File: config.mk
export PLATFORM = sky130hd
export DESIGN_NAME = demux_dispatch_ctrl
export DESIGN_NICKNAME = d
export VERILOG_FILES = /design/src/rtl/demux_dispatch_ctrl_pkg.sv /design/src/rtl/demux_dispatch_ctrl_rr_pick.sv /design/src/rtl/demux_dispatch_ctrl.sv
export SDC_FILE = /design/constraint.sdc
export NUM_CORES = 1
export LEC_CHECK = 0
export CELL_PAD_IN_SITES_DETAIL_PLACEMENT = 1
export CELL_PAD_IN_SITES_GLOBAL_PLACEMENT = 2
export CORE_MARGIN = 8
export CORE_UTILIZATION = 30
export CTS_CLUSTER_SIZE = 12
export DETAILED_ROUTE_END_ITERATION = 12
export PLACE_DENSITY = 0.8
export SYNTH_ARGS = -nofsm -noshare
export SYNTH_HDL_FRONTEND = slang
export SYNTH_SLANG_ARGS = --single-unit
File: constraint.sdc
create_clock -name clk -period 4.6 [get_ports clk]
set_input_delay 1.15 -clock clk [delete_from_list [all_inputs] [get_ports clk]]
set_output_delay 1.15 -clock clk [all_outputs]
set_load 0.01 [all_outputs]
File: src/rtl/demux_dispatch_ctrl_pkg.sv
// Shared constants and types for the demux dispatch sequencer.
package demux_ctrl_pkg;

   localparam int DATA_W = 16;  // word width, matches the demux data path
   localparam int N_OUT  = 8;   // number of output channels
   localparam int SEL_W  = 3;   // selector width, clog2(N_OUT)
   localparam int CNT_W  = 16;  // dispatch counter width

   // IDLE: nothing held; HOLD: one word sits in the output register
   typedef enum logic {
      ST_IDLE = 1'b0,
      ST_HOLD = 1'b1
   } state_t;

endpackage : demux_ctrl_pkg

File: src/rtl/demux_dispatch_ctrl_rr_pick.sv
// Rotating-priority search: first set bit of i_mask at or after i_ptr, modulo N_OUT.
module rr_pick
   import demux_ctrl_pkg::*;
(
   input  logic [N_OUT-1:0] i_mask,
   input  logic [SEL_W-1:0] i_ptr,
   output logic [SEL_W-1:0] o_idx,
   output logic             o_found
);

   logic [SEL_W-1:0] w_cand;

   // Scan from the farthest offset down so the candidate nearest to i_ptr wins last.
   always_comb begin
      // NOTE: every output gets a default before the loop so no path leaves it unassigned (no latch).
      o_found = 1'b0;
      o_idx   = '0;
      w_cand  = '0;
      for (int k = N_OUT - 1; k >= 0; k--) begin
         w_cand = SEL_W'((int'(i_ptr) + k) % N_OUT);
         if (i_mask[w_cand]) begin
            o_found = 1'b1;
            o_idx   = w_cand;
         end
      end
   end

endmodule : rr_pick

File: src/rtl/demux_dispatch_ctrl.sv
// Sequencer for a 1:8 demux: takes a valid/ready word stream, holds one word and
// dispatches it to a channel chosen round-robin or fixed, with per-channel valids.
module demux_dispatch_ctrl
   import demux_ctrl_pkg::*;
(
   input  logic              clk,
   input  logic              rst_n,
   input  logic              mode,
   input  logic [SEL_W-1:0]  fixed_sel,
   input  logic [N_OUT-1:0]  enable,
   input  logic              in_valid,
   input  logic [DATA_W-1:0] in_data,
   output logic              in_ready,
   output logic [DATA_W-1:0] out_data,
   output logic [SEL_W-1:0]  sel,
   output logic [N_OUT-1:0]  out_valid,
   input  logic [N_OUT-1:0]  out_ready,
   output logic              busy,
   output logic [CNT_W-1:0]  dispatch_cnt
);

   state_t             r_state;
   state_t             w_state_nxt;
   logic [DATA_W-1:0]  r_data;
   logic [SEL_W-1:0]   r_sel;
   logic [N_OUT-1:0]   r_valid;
   logic [SEL_W-1:0]   r_ptr;
   logic [CNT_W-1:0]   r_cnt;

   logic [SEL_W-1:0]   w_rr_idx;
   logic               w_rr_found;
   logic [SEL_W-1:0]   w_target;
   logic               w_found;
   logic               w_done;
   logic               w_accept;

   rr_pick u_rr_pick (
      .i_mask  (enable),
      .i_ptr   (r_ptr),
      .o_idx   (w_rr_idx),
      .o_found (w_rr_found)
   );

   // Target selection and handshake decode; config inputs only matter on the accept cycle.
   always_comb begin
      w_target = mode ? fixed_sel : w_rr_idx;
      w_found  = mode ? enable[fixed_sel] : w_rr_found;
      w_done   = (r_state == ST_HOLD) && out_ready[r_sel];
      w_accept = in_valid && in_ready;
   end

   // State register.
   always_ff @(posedge clk or negedge rst_n) begin
      if (!rst_n) begin
         r_state <= ST_IDLE;
      end else begin
         // NOTE: sequential state uses non-blocking assignment so all registers update together.
         r_state <= w_state_nxt;
      end
   end

   // Next-state logic: an accept always leads to HOLD; a bare completion returns to IDLE.
   always_comb begin
      w_state_nxt = r_state;
      unique case (r_state)
         ST_IDLE: if (w_accept)    w_state_nxt = ST_HOLD;
         ST_HOLD: if (w_accept)    w_state_nxt = ST_HOLD;
                  else if (w_done) w_state_nxt = ST_IDLE;
         default:                  w_state_nxt = ST_IDLE;
      endcase
   end

   // Output decode: accept when a target exists and the slot is empty or emptying this cycle.
   always_comb begin
      in_ready     = rst_n && w_found && ((r_state == ST_IDLE) || w_done);
      busy         = (r_state == ST_HOLD);
      out_data     = r_data;
      sel          = r_sel;
      out_valid    = r_valid;
      dispatch_cnt = r_cnt;
   end

   // Held word, target and one-hot valid; data and selector keep their value after delivery.
   always_ff @(posedge clk or negedge rst_n) begin
      if (!rst_n) begin
         r_data  <= '0;
         r_sel   <= '0;
         r_valid <= '0;
         r_ptr   <= '0;
      end else if (w_accept) begin
         r_data  <= in_data;
         r_sel   <= w_target;
         r_valid <= N_OUT'(1) << w_target;
         r_ptr   <= (w_target == SEL_W'(N_OUT - 1)) ? '0 : w_target + 1'b1;
      end else if (w_done) begin
         r_valid <= '0;
      end
   end

   // Completed-dispatch counter, free-running wrap.
   always_ff @(posedge clk or negedge rst_n) begin
      if (!rst_n) begin
         r_cnt <= '0;
      end else if (w_done) begin
         r_cnt <= r_cnt + 1'b1;
      end
   end

endmodule : demux_dispatch_ctrl

==> impl_metrics.env <==
export IMPL_ys_seq_elements=47
export IMPL_cts_root_buf="clkbuf_8"
export IMPL_yosysTopAreaCell="dfrtp_1"
export IMPL_crit_cells=8
export IMPL_min_period_over_period_pct=98.3
export IMPL_timing_final_ws_setup_ns=0.0794
export IMPL_cts_num_sinks=47
export IMPL_avgRoutedWirePerCell_um=18.2
export IMPL_drive_above_1_share_pct=17.3
export IMPL_antenna_found_initial=0
export IMPL_ys_top_cells_by_count="dfrtp_1, nand2_1, mux2_1"
export IMPL_gp_congestion=0.877
export IMPL_synth_top_area_share_pct=38.1
export IMPL_synthCells=284
export IMPL_powerDensity_mw_per_mm2=611
export IMPL_grt_start_max_net_pins=48
export IMPL_tritoncts="done"
export IMPL_postCtsHoldBufs=0
export IMPL_nFillCells=1117
export IMPL_num_nets_final=441
export IMPL_min_period_ns=4.52
export IMPL_cts_setup_buffers=0
export IMPL_track_usage_pct=14.1
export IMPL_seq_area_frac_synth_pct=38.1
export IMPL_setup_violations_final=0
export IMPL_grt_pass1_vias=2869
export IMPL_rsz0062_at_grt="false"
export IMPL_syn_to_final_growth_pct=40.5
export IMPL_vias=2658
export IMPL_multi_input_area_mm2=0.00177
export IMPL_syn_area_mm2=0.00309
export IMPL_hold_viol=0
export IMPL_r2r_start="r_ptr[0]$_DFFE_PN0P_"
export IMPL_synth_ff_type="dfrtp_1"
export IMPL_clk_pin_slew_ns=0.08
export IMPL_diodes=0
export IMPL_relSlewSlack_pct=42.8
export IMPL_syn_nets=332
export IMPL_numCtsBuffers=5
export IMPL_die_area_mm2=0.0138
export IMPL_antenna_left=0
export IMPL_vdd_drop_max_mv=0.157
export IMPL_tightest_slew_ns=0.858
export IMPL_max_freq_mhz=221
export IMPL_skew_ns=0.0129
export IMPL_vias_per_cell=5.02
export IMPL_hp_class="reg2reg"
export IMPL_start_util_pct=30.5
export IMPL_slowest_delay_ns=0.51
export IMPL_drt_iter0_drc=108
export IMPL_cp_cell_sequence="clkdlybuf4s50_1 -> buf_4 -> mux4_2 -> a21boi_0 -> o32ai_1 -> nand4_1 -> and3_1 -> dlygate4sd2_1"
export IMPL_drc=0
export IMPL_async_flop_share_pct=100
export IMPL_crit_type="in2out"
export IMPL_hold_start="dispatch_cnt[15]$_DFFE_PN0P_"
export IMPL_post_place_ws_ns=-0.0759
export IMPL_grt_overflow_total=0
export IMPL_io_pin_count=84
export IMPL_cap_violations=0
export IMPL_yosysUniqueCellTypes=58
export IMPL_row_count=37
export IMPL_cts_htree_levels=2
export IMPL_seq_area_mm2=0.00118
export IMPL_yosys_cell_count_top_type="dfrtp_1"
export IMPL_yosys_top_cells_area="dfrtp_1, mux4_2, mux2_1, mux2i_1, ha_1"
export IMPL_crit_start="enable[1]"
export IMPL_ctsLongestPathBuffers=2
export IMPL_die_w_um=117
export IMPL_utilization_pct=42.8
export IMPL_r2r_cells=11
export IMPL_portBuffers=83
export IMPL_hold_path_depth=1
export IMPL_slew_violations=0
export IMPL_die_height_um=117
export IMPL_p_leak_nw=1.82
export IMPL_clock_latency_ns=0.30
export IMPL_required_ns=3.45
export IMPL_synth_edf_count=0
export IMPL_path_delay_family="buffers and inverters"
export IMPL_synth_avg_cell_area_um2=10.9
export IMPL_crit_path_start_kind="input port"
export IMPL_critPathArrivalTime_ns=3.37
export IMPL_coreArea_mm2=0.0101
export IMPL_grt_pass1_wl_um=16100
export IMPL_path_buf_inv=3
export IMPL_hpwl_um=7890
export IMPL_outcome="finished, final reports clean"
export IMPL_routed_wirelength_um=9660
export IMPL_cpMaxStageDelayCell="mux4_2"
export IMPL_synth_warnings=0
export IMPL_cp_end_kind="output pin"
export IMPL_crit_fanout=5
export IMPL_firstDrtPassIters=6
## routing by layer
layer | vias up | track usage, % | routed length (µm)
met5 | - | 0 | 0
met4 | 0 | 2.96 | 91
met3 | 6 | 2.78 | 380
met2 | 45 | 25.0 | 5030
met1 | 1345 | 17.3 | 4160
li1 | 1262 | - | -
## cells by family (layout without fill, tap and decap cells)
logic type | after synthesis | in the layout | synth area share, %
and+or+nand+nor | 72 | 72 | 11.5
AOI/OAI and AO/OA | 52 | 52 | 12.5
buffers and inverters | 30 | 140 | 4.62
xor gates and xnor gates | 18 | 18 | 5.35
DFF | 47 | 47 | 38.1
muxes | 56 | 56 | 24.2
adders and majority gates | 9 | 9 | 3.65
## cell usage in the layout (no fill, tap or decap), drive strengths merged, types with 4 or more instances in the layout
cell type	Yosys	routed
xnor2	12	12
nand3	16	16
clkdlybuf4s50	0	81
ha	9	9
o31ai	7	7
mux2i	18	18
xor2	6	6
nor2	13	13
inv	17	17
nand2	21	21
o21ai	10	10
mux2	27	27
dfrtp	47	47
clkbuf	3	6
a211o	4	4
buf	10	33
nand4	6	6
a21oi	4	4
mux4	11	11
## repair_timing
item / in CTS / in global routing
hold endpoints to repair: 0 / 0
setup endpoints to repair: 1 / 0
gates resized for setup: 2 / 0
## worst paths after layout
path | slack (ns) | end
max | 0.08 | in_ready
max reg2reg | 1.02 | out_valid[6]$_DFFE_PN0P_
min in group asynchronous | 0.97 | out_data[9]$_DFFE_PN0P_
max in group asynchronous | 3.22 | dispatch_cnt[4]$_DFFE_PN0P_
min | 0.48 | dispatch_cnt[15]$_DFFE_PN0P_
min reg2reg | 0.48 | dispatch_cnt[15]$_DFFE_PN0P_
## sequential cells by signal, summed over array words and instances (netlist names)
signal and flops:
out_data 16, r_ptr 3, out_valid 8, dispatch_cnt 16
sel 3, busy 1
## cell type report
cell class | count | area share [%]
multi-input cells | 207 | 40.7
flip-flops and latches | 47 | 27.1
repair buffers | 115 | 24.5
well taps | 136 | 3.92
clock buffers | 6 | 1.90
inverters | 17 | 1.47
clock inverters | 2 | 0.375
## stage by stage
stage	std cells	setup TNS [ns]	hold slack (ns)	cell area, µm²	total power [mW]
after global placement	522	-0.0475	0.457	4250	2.37
after global routing	530	0	0.493	4340	2.87
after floorplan	284	0	0.504	3090	1.69
after CTS	530	0	0.486	4340	2.69
after detailed placement	522	-0.0759	0.470	4250	2.42
final	530	0	0.482	4340	2.65
## power by group
group	switching (mW)	internal (mW)
logic	0.812	0.862
registers	0.155	0.557
clock network	0.144	0.123
(Power assumes the default switching activity.)
